<file path="config.mk">
export PLATFORM = sky130hd
export DESIGN_NAME = alu_exec_stage
export DESIGN_NICKNAME = d
export VERILOG_FILES = /design/src/rtl/cpu_pkg.sv /design/src/rtl/alu_core.sv /design/src/rtl/alu_exec_stage.sv
export SDC_FILE = /design/constraint.sdc
export NUM_CORES = 1
export LEC_CHECK = 0
export ABC_AREA = 1
export CAP_MARGIN = 20
export CORE_ASPECT_RATIO = 1.4
export CORE_UTILIZATION = 60
export CTS_CLUSTER_DIAMETER = 40
export DETAILED_ROUTE_END_ITERATION = 12
export PLACE_DENSITY = 0.84
export SLEW_MARGIN = 15
export SYNTH_ARGS = -nofsm -noshare
export SYNTH_HDL_FRONTEND = slang
export SYNTH_HIERARCHICAL = 1
export SYNTH_SLANG_ARGS = --single-unit
</file>
<file path="constraint.sdc">
create_clock -name clk -period 4.15 [get_ports clk]
set_input_delay 0.83 -clock clk [delete_from_list [all_inputs] [get_ports clk]]
set_output_delay 0.83 -clock clk [all_outputs]
set_load 0.02 [all_outputs]
</file>
<file path="src/rtl/cpu_pkg.sv">
// Shared MIPS core definitions: ALU op encodings, R-type funct codes and the
// writeback bundle carried from execute to the register-file write port.
package cpu_pkg;

    localparam int CPU_DW = 32;
    localparam int CPU_RW = 5;

    localparam logic [4:0] ADD_OP  = 5'b00000;
    localparam logic [4:0] ADDU_OP = 5'b00001;
    localparam logic [4:0] SUBU_OP = 5'b00010;
    localparam logic [4:0] AND_OP  = 5'b00011;
    localparam logic [4:0] OR_OP   = 5'b00100;
    localparam logic [4:0] SLT_OP  = 5'b00101;

    localparam logic [5:0] FUNCT_ADD  = 6'h20;
    localparam logic [5:0] FUNCT_ADDU = 6'h21;
    localparam logic [5:0] FUNCT_SUBU = 6'h23;
    localparam logic [5:0] FUNCT_AND  = 6'h24;
    localparam logic [5:0] FUNCT_OR   = 6'h25;
    localparam logic [5:0] FUNCT_SLT  = 6'h2a;

    typedef struct packed {
        logic              wr_en;
        logic [CPU_RW-1:0] rd;
        logic [CPU_DW-1:0] result;
        logic              illegal;
        logic              ovf;
    } wb_t;

endpackage

</file>
<file path="src/rtl/alu_core.sv">
// Combinational ALU for the execute stage: (a, b, aluop) -> (result, illegal, ovf).
// ovf is raised only for ADD; unrecognised ops give result 0 with illegal set.
module alu_core
    import cpu_pkg::*;
#(
    parameter int DW = 32
) (
    input  logic [DW-1:0] a,
    input  logic [DW-1:0] b,
    input  logic [4:0]    aluop,
    output logic [DW-1:0] result,
    output logic          illegal,
    output logic          ovf
);

    logic [DW-1:0] sum;
    logic [DW-1:0] diff;
    logic          lt_signed;

    always_comb begin
        sum       = a + b;
        diff      = a - b;
        lt_signed = $signed(a) < $signed(b);

        result  = '0;
        illegal = 1'b0;
        ovf     = 1'b0;

        case (aluop)
            ADD_OP: begin
                result = sum;
                // Like-signed operands producing an opposite-signed sum.
                ovf    = (a[DW-1] == b[DW-1]) && (sum[DW-1] != a[DW-1]);
            end
            ADDU_OP: result = sum;
            SUBU_OP: result = diff;
            AND_OP:  result = a & b;
            OR_OP:   result = a | b;
            SLT_OP:  result[0] = lt_signed;
            default: illegal = 1'b1;
        endcase
    end

endmodule

</file>
<file path="src/rtl/alu_exec_stage.sv">
// Execute stage: ALU plus a 2-entry (main + skid) buffer between decode and writeback.
// Define ALU_OVF_TRAP_EN to suppress the register write on ADD overflow.
module alu_exec_stage
    import cpu_pkg::*;
#(
    parameter int DW = 32,
    parameter int RW = 5
) (
    input  logic          clk,
    input  logic          rst,
    input  logic          in_valid,
    output logic          in_ready,
    input  logic          in_reg_write,
    input  logic [4:0]    in_aluop,
    input  logic [RW-1:0] in_rd,
    input  logic [DW-1:0] in_a,
    input  logic [DW-1:0] in_b,
    output logic          out_valid,
    input  logic          out_ready,
    output logic          out_wr_en,
    output logic [RW-1:0] out_rd,
    output logic [DW-1:0] out_result,
    output logic          out_illegal,
    output logic          out_ovf
);

    typedef struct packed {
        logic          wr_en;
        logic [RW-1:0] rd;
        logic [DW-1:0] result;
        logic          illegal;
        logic          ovf;
    } entry_t;

    entry_t        main_q, main_d;
    entry_t        skid_q, skid_d;
    entry_t        new_entry;
    logic          main_valid_q, main_valid_d;
    logic          skid_valid_q, skid_valid_d;

    logic [DW-1:0] alu_result;
    logic          alu_illegal;
    logic          alu_ovf;
    logic          trap;
    logic          accept;
    logic          drain;

    alu_core #(.DW(DW)) u_alu_core (
        .a       (in_a),
        .b       (in_b),
        .aluop   (in_aluop),
        .result  (alu_result),
        .illegal (alu_illegal),
        .ovf     (alu_ovf)
    );

    always_comb begin
`ifdef ALU_OVF_TRAP_EN
        trap = alu_ovf;
`else
        trap = 1'b0;
`endif
        new_entry.wr_en   = in_reg_write & ~alu_illegal & ~trap;
        new_entry.rd      = in_rd;
        new_entry.result  = alu_result;
        new_entry.illegal = alu_illegal;
        new_entry.ovf     = alu_ovf;
    end

    // in_ready comes straight from a flop so upstream never sees out_ready combinationally.
    assign in_ready = ~skid_valid_q;
    assign accept   = in_valid & in_ready;
    assign drain    = main_valid_q & out_ready;

    always_comb begin
        main_d       = main_q;
        skid_d       = skid_q;
        main_valid_d = main_valid_q;
        skid_valid_d = skid_valid_q;

        if (!main_valid_q) begin
            if (accept) begin
                main_d       = new_entry;
                main_valid_d = 1'b1;
            end
        end else if (drain) begin
            if (skid_valid_q) begin
                main_d       = skid_q;
                skid_valid_d = 1'b0;
            end else if (accept) begin
                main_d = new_entry;
            end else begin
                main_valid_d = 1'b0;
            end
        end else if (accept) begin
            skid_d       = new_entry;
            skid_valid_d = 1'b1;
        end
    end

    always_ff @(posedge clk or posedge rst) begin
        if (rst) begin
            main_q       <= '0;
            skid_q       <= '0;
            main_valid_q <= 1'b0;
            skid_valid_q <= 1'b0;
        end else begin
            main_q       <= main_d;
            skid_q       <= skid_d;
            main_valid_q <= main_valid_d;
            skid_valid_q <= skid_valid_d;
        end
    end

    assign out_valid   = main_valid_q;
    assign out_wr_en   = main_valid_q & main_q.wr_en;
    assign out_rd      = main_q.rd;
    assign out_result  = main_q.result;
    assign out_illegal = main_q.illegal;
    assign out_ovf     = main_q.ovf;

endmodule
</file>
==> Flow_metrics.wiki, run 1 <==
{| class="wikitable"
! Metric !! Value
|-
| Run status || finished clean
|-
| Total count of max-transition violations in the final report || 0
|-
| Routability Congestion || about 1.0
|-
| Final non-filler cell area || between 10000 and 15000 um2
|-
| Cell count of the worst hold path || 2
|-
| Net count of the mapped netlist || ~2100
|-
| Post-synthesis average cell area || 5.65 um2
|-
| Startpoint of the worst hold path || skid_q[33]$_DFFE_PP0P_
|-
| Power density over the cells || 408 nW/um2
|-
| Slew at the pin with the worst max-slew slack || 1.09 ns
|-
| Endpoint of the worst hold-timing path || skid_q[33]$_DFFE_PP0P_
|-
| Final worst path period share || about 87%
|-
| Core Rows || 57
|-
| Placeable Area || 17500 um2
|-
| Sequential Area || between 2000 and 2500 um2
|-
| GRT Overall Usage || between 30% and 40%
|-
| Final number of setup-violating endpoints || 0
|-
| Final core occ || between 60% and 70%
|-
| CTS H-tree depth || 3
|-
| Total clock buffers created by CTS || 9
|-
| CP max FO || 8
|-
| Post-DP HPWL || between 20 and 30 mm
|-
| Required time of the worst setup path || 4.38 ns
|-
| Via count normalized by instance count || about 5.3
|-
| Synth unique cells || 40
|-
| Overflow left after global routing || 0
|-
| Cells after Synth || a little under 2000
|-
| Post-synthesis cell area || 10900 um2
|-
| Critical R2R Launch || out_valid$_DFF_PP0_
|-
| Routed length per instance || 15.2 um
|-
| Setup WS pre-CTS || 0.227 ns
|-
| Max Clk Rate || between 0.2 and 0.3 GHz
|-
| Die outline area || roughly 19000 um2
|-
| Synthesized flop and latch total || 82
|-
| Setup Crit Path Kind || in2reg
|-
| Detailed Route WL || about 34 mm
|-
| Initial Utilization || between 60% and 70%
|-
| Slack of the worst reg-to-reg path || approximately 1.5 ns
|-
| Capture point of the worst reg-to-reg path || out_result[30]$_DFFE_PP0P_
|-
| P_leak || 7.23 nW
|-
| Worst vdd ir || 0.000276 V
|-
| Count of port buffers added during placement || 120
|-
| RSZ-0062 raised after global routing || no
|-
| Logic depth of the worst register-to-register path || 6
|-
| Die Height || approximately 160 um
|-
| Post-synthesis to final-layout area growth || 12.0%
|-
| Final period demand of the worst path || 3.62 ns
|-
| Synth warnings || 6
|-
| Post-CTS repair timing setup buffer count || 0
|-
| Slew margin rel. || about 27%
|-
| Largest buffer count on any clock path || 2
|-
| Clk sink count || 82
|-
| DRC violation count after routing || 0
|-
| Area used by multi-input combinational logic || 6430 um2
|-
| Final Worst Setup Slack || 0.527 ns
|-
| Fraction of layout instances using a drive strength above 1 || under 10%
|-
| Width of the die || roughly 120 um
|-
| Worst hold-check path type || reg2reg
|-
| CTS clk-pin slew, worst paths || ~0.060 ns
|-
| Via count || roughly 12000
|-
| Post-route antenna net violation count || 0
|-
| Setup Total Neg Slack || 0 ns
|-
| Proportion of netlist area held by the largest area contributor || about 22%
|-
| Skew-Pair Late Insertion Delay || about 0.34 ns
|-
| CTS root buffer || clkbuf_16
|-
| Vias in the first global route || ~11000
|-
| Router iterations before antenna repair || 5
|-
| Endpoints failing hold || 0
|-
| TritonCTS clock tree || yes
|-
| Largest area contributor in the synthesized netlist || nand2_1
|-
| Post_cts resized || 0
|-
| FILL cells || around 1700
|-
| Worst setup skew after layout || ~0.0055 ns
|-
| Share of the yosys chip area belonging to registers || a little under a fifth
|-
| Post-detailed-placement cell area || between 10000 and 15000 um2
|-
| Number of antenna violations at the first check in global routing || 1
|-
| Worst endpoint data arrival time || between 3 and 4 ns
|-
| Setup crit start kind || input port
|-
| First-pass GRT wire length || between 50 and 60 mm
|-
| Number of maximum-capacitance violations || 0
|-
| DRC violation total after the first TritonRoute iteration || about 990
|-
| Sort of element at the end of the critical path || flip-flop
|-
| Final net count || between 2000 and 2500
|-
| Hold_buf cts || 0
|-
| Ranking of synthesized cells by area || nand2_1 22%, dfrtp_1 19%, inv_1 16%
|-
| Count of pins on the block boundary || about 120
|-
| Maximum number of pins on one net before global-route repair || 46
|}
## worst max-delay path by stage
stage | start | end | slack [ns] | cells past startpoint
2_1_floorplan | rst | main_q[39]$_DFFE_PP0P_ | 1.21 | 1
3_3_place_gp | in_a[11] | out_result[21]$_DFFE_PP0P_ | 0.23 | 19
3_5_place_dp | in_a[11] | out_result[21]$_DFFE_PP0P_ | 0.23 | 19
4_1_cts | in_a[11] | out_result[29]$_DFFE_PP0P_ | 0.57 | 19
5_1_grt | in_a[11] | out_result[21]$_DFFE_PP0P_ | 0.34 | 19
6_report | in_a[11] | out_result[29]$_DFFE_PP0P_ | 0.53 | 19
## flip-flops by register name (all words and copies together) (netlist names)
name / flops
skid_q: 40
out_result: 32
out_rd: 5
main_q: 1
out_illegal: 1
out_ovf: 1
out_valid: 1
skid_valid_q: 1
## synthesized netlist by cell type
cell	instances
a21o_1	1
a21oi_1	48
a21oi_2	4
a221oi_1	1
a31oi_1	5
and2_1	2
and3_1	2
buf_2	42
buf_4	47
buf_6	2
clkbuf_1	10
clkbuf_2	1
clkinv_1	1
dfrtp_1	82
fa_1	2
ha_1	103
inv_1	462
inv_2	6
nand2_1	650
nand2_2	7
nand3_1	201
nand3_2	2
nand3b_1	9
nand4_1	10
nor2_1	100
nor2_2	2
nor2_4	3
nor3_1	11
nor3_2	1
nor3b_2	1
nor4_1	1
nor4_2	1
o2111ai_1	8
o21ai_0	23
o21ai_1	40
o21bai_1	8
o22ai_1	20
o31ai_1	1
or2_2	2
xor2_1	1
## power by group
| group | internal [W] | total (W) | leakage [nW] | switching, W |
|---|---|---|---|---|
| Combinational | 0.00103 | 0.00273 | 6.04 | 0.00170 |
| Clock | 0.000542 | 0.000863 | 0.156 | 0.000321 |
| Sequential | 0.00112 | 0.00137 | 1.04 | 0.000250 |
| Total | 0.00269 | 0.00497 | 7.23 | 0.00227 |
## through the flow
step	hold WS [ns]	instances	power, W
floorplan	0.450	1923	0.00338
global placement	0.464	2190	0.00395
detailed placement	0.478	2190	0.00403
CTS	0.492	2206	0.00495
global route	0.510	2206	0.00537
finish	0.487	2207	0.00497
## critical path: stages
cell	delay (ns)
clkdlybuf4s50_1	0.54
inv_1	0.07
ha_1	0.49
nand2_2	0.17
nor2_1	0.37
and2_1	0.19
nand2_1	0.05
nand2_1	0.22
nand2_1	0.15
nand2_1	0.08
nand2_1	0.05
nand3_1	0.07
nand3_1	0.11
inv_1	0.08
nand3_1	0.07
nand2_1	0.11
nand2_1	0.07
nand2_1	0.10
inv_1	0.04
## layer usage
layer | part of all wire, % | track usage, % | wire length, um | up-vias
met5 | 0 | 0 | 0 | -
met4 | 5.8 | 20.9 | 1930 | 0
met3 | 6.9 | 5.63 | 2300 | 111
met2 | 48 | 64.4 | 16200 | 478
met1 | 39 | 42.7 | 13000 | 5292
li1 | - | - | - | 5817
## cell usage in the layout (no fill, tap or decap), types with 12 or more instances in the layout
cell / instances
a21oi_1: 48
buf_4: 12
clkdlybuf4s50_1: 120
dfrtp_1: 82
ha_1: 103
inv_1: 461
nand2_1: 650
nand3_1: 201
nor2_1: 100
o21ai_0: 23
o21ai_1: 40
o22ai_1: 20
## cells by family (layout without fill, tap and decap cells)
| kind of cell | count (synthesis) | in the layout | synth area share (%) |
|---|---|---|---|
| AND/OR/NAND/NOR | 1005 | 1005 | 38.6 |
| adder cells (fa/ha/maj) | 105 | 105 | 12.2 |
| other | 0 | 1 | 0 |
| XOR/XNOR | 1 | 1 | 0.0806 |
| AO/OA/AOI/OAI | 159 | 159 | 8.28 |
| buffers and inverters | 571 | 618 | 22.0 |
| flip-flops | 82 | 82 | 18.9 |
## final cells by class
type                       count  area share, %
sequential                    82           16.9
clock inverter                 5          0.637
clock buffer                  11           1.99
timing repair buffer         133           10.8
multi-input combinational   1270           52.8
inverter                     469           14.5
antenna                        1         0.0206
tap                          236           2.42
Note: power is estimated with default switching activity, not from simulation.
==> run 2, diff against run 1 <==
--- a/config.mk
+++ b/config.mk
@@ -7,7 +7,6 @@
 export LEC_CHECK = 0
 export ABC_AREA = 1
 export CAP_MARGIN = 20
-export CORE_ASPECT_RATIO = 1.4
 export CORE_UTILIZATION = 60
 export CTS_CLUSTER_DIAMETER = 40
 export DETAILED_ROUTE_END_ITERATION = 12
==> run 2 against run 1 <==
Effect of this change:
- utilization increased by 0.53 points
- worst hold slack about the same
- register-to-register slack improved by 0.26 ns
- routed wire length decreased by 1.2%
- clock skew increased by 0.0023 ns
- sequential share of layout area decreased by 0.064 points
- final cell count decreased by 0.27%
- first-iteration DRC count increased by 36%
- critical path depth unchanged
- die area about the same
- largest cell class unchanged
- power increased by 0.11%
- critical path type unchanged
==> Flow_metrics.wiki, run 2 (same netlist as run 1, synthesis figures left out) <==
{| class="wikitable"
! Metric !! Value
|-
| Via count normalized by instance count || roughly 5.3
|-
| DRC violation total after the first TritonRoute iteration || between 1000 and 1500
|-
| Post-route antenna net violation count || 0
|-
| CTS H-tree depth || 3
|-
| Routed length per instance || 15.0 um
|-
| Count of buffer and inverter cells on the critical path || 6
|-
| Final net count || between 2000 and 2500
|-
| Most frequent cells in the layout || 650 x nand2_1, 461 x inv_1, 201 x nand3_1, 120 x clkdlybuf4s50_1, 103 x ha_1
|-
| Maximum number of pins on one net before global-route repair || 83
|-
| Library cell appearing most often on the critical path || nand2_1
|-
| Final period demand of the worst path || between 3 and 4 ns
|-
| Width of the die || about 140 um
|-
| Final worst path period share || 83.3%
|-
| Largest buffer count on any clock path || 2
|-
| Fraction of layout instances using a drive strength above 1 || about 3.3%
|-
| Overflow left after global routing || 0
|-
| Die outline area || about 19000 um2
|-
| Final Worst Setup Slack || 0.692 ns
|-
| Worst setup skew after layout || about 0.0078 ns
|-
| Skew-Pair Late Insertion Delay || about 0.34 ns
|-
| P_leak || just over 7 nW
|-
| Slew margin rel. || about half
|-
| Count of pins on the block boundary || ~120
|-
| Number of antenna violations at the first check in global routing || 1
|-
| Core Rows || between 40 and 50
|-
| Cell count of the worst hold path || 2
|-
| Routability Congestion || 1.00
|-
| GRT Overall Usage || between 30% and 40%
|-
| Detailed Route WL || 33.1 mm
|-
| Total clock buffers created by CTS || 9
|-
| Slew at the pin with the worst max-slew slack || approximately 0.73 ns
|-
| Hold_buf cts || 0
|-
| Initial Utilization || between 60 and 70%
|-
| Worst hold margin || between 0.4 and 0.5 ns
|-
| Logic depth of the worst register-to-register path || 9
|-
| CP max FO || 8
|-
| Via count || ~12000
|-
| Met3 GRT Util || under 10%
|-
| Stages on the worst setup path || 19
|-
| Met2 track utilization from global routing || 57.1%
|-
| Setup Crit Path Kind || in2reg
|-
| Placeable Area || 17500 um2
|-
| Post-DP HPWL || about 26 mm
|-
| Die Height || 137 um
|-
| Post-CTS repair timing setup buffer count || 0
|-
| Total inserted antenna cells || 0
|-
| Final core occ || a little over two thirds
|-
| Vias in the first global route || roughly 10000
|-
| Power density over the cells || between 400 and 500 nW/um2
|-
| Most common cell after layout, fill and taps aside || nand2_1
|-
| Critical path's largest stage delay || slightly above 0.5 ns
|-
| First-pass GRT wire length || 52.4 mm
|-
| Setup Total Neg Slack || 0 ns
|-
| Final number of setup-violating endpoints || 0
|-
| Worst hold-check path type || reg2reg
|-
| Sort of element at the end of the critical path || flip-flop
|-
| Worst endpoint data arrival time || 3.70 ns
|-
| Clk sink count || ~80
|-
| Area used by multi-input combinational logic || roughly 6400 um2
|-
| Total count of max-transition violations in the final report || 0
|-
| TritonCTS clock tree || yes
|-
| Number of maximum-capacitance violations || 0
|-
| Delay-heaviest family, CP || simple AND/OR/NAND/NOR gates
|-
| Post-synthesis to final-layout area growth || 12.4%
|-
| Max Clk Rate || just under 0.3 GHz
|-
| FILL cells || roughly 1600
|-
| RSZ-0062 raised after global routing || no
|-
| Required time of the worst setup path || approximately 4.4 ns
|-
| M1 GR Usage || roughly 50%
|-
| CTS clk-pin slew, worst paths || approximately 0.06 ns
|-
| Setup crit start kind || input port
|-
| Worst vdd ir || about 0.0006 V
|-
| Register with the most flip-flops || skid_q
|-
| CTS root buffer || clkbuf_16
|-
| Critical path, cell by cell || clkdlybuf4s50_1 -> inv_1 -> ha_1 -> nor2_1 -> inv_1 -> nor3_2 -> nand2_1 -> inv_1 -> nand3_1 -> nand2_1 -> nand2_1 -> nand3_1 -> nand3_1 -> inv_1 -> nand3_1 -> nand2_1 -> nand2_1 -> nand2_1 -> inv_1
|-
| DRC violation count after routing || 0
|-
| Flip-flop count of the largest register, all copies and words added || 40
|-
| Count of port buffers added during placement || 120
|-
| Tot Pwr || 0.00497 W
|-
| Setup WS pre-CTS || between 0.4 and 0.5 ns
|-
| Sequential Area || between 2000 and 2500 um2
|-
| Endpoints failing hold || 0
|-
| GR peak layer || met2
|-
| Slowest-stage cell, CP || clkdlybuf4s50_1
|-
| Run status || finished clean
|-
| Router iterations before antenna repair || 7
|-
| Post_cts resized || 0
|}
[run 2: layer usage]
layer / routed length (um) / share of wire (%)
met1: 14300 / 43
met2: 14500 / 44
met3: 3280 / 9.9
met4: 1020 / 3.1
met5: 13 / 0.039
[run 2: area by class of cell]
| cell class | instances | area share [%] |
|---|---|---|
| multi-input combinational | 1270 | 52.6 |
| inverter | 469 | 14.4 |
| tap | 225 | 2.30 |
| clock inverter | 5 | 0.696 |
| clock buffer | 11 | 2.07 |
| sequential | 82 | 16.8 |
| timing repair buffer | 139 | 11.1 |
[run 2: metrics by stage]
step                      instances  cell area (um2)
after global placement         2185            11900
after floorplan                1923            10900
final                          2201            12200
after CTS                      2201            12200
after global routing           2201            12200
after detailed placement       2185            11900
[run 2: worst paths after layout]
path                                              end  slack (ns)                     start
max                        out_result[26]$_DFFE_PP0P_        0.69                  in_a[17]
min                            skid_q[17]$_DFFE_PP0P_        0.49    skid_q[17]$_DFFE_PP0P_
max reg2reg                 out_result[4]$_DFFE_PP0P_        1.73  skid_valid_q$_DFFE_PP0P_
min reg2reg                    skid_q[17]$_DFFE_PP0P_        0.49    skid_q[17]$_DFFE_PP0P_
max in group asynchronous      main_q[39]$_DFFE_PP0P_        2.89                       rst
min in group asynchronous      skid_q[38]$_DFFE_PP0P_        0.89                       rst
[run 2: report_power, final]
group | total [W] | internal, W | switching, W
Combinational | 0.00273 | 0.00104 | 0.00169
Sequential | 0.00135 | 0.00112 | 0.000231
Clock | 0.000889 | 0.000563 | 0.000326
[run 2: worst register-to-register path, cell delays in order, from the launching register on]
cell and delay [ns]:
dfrtp_1 0.81, inv_2 0.08, buf_4 0.30, nand2_1 0.17, nand2_1 0.07, nand2_1 0.22, buf_4 0.41, nand2_1 0.14
nand2_1 0.09, inv_1 0.04
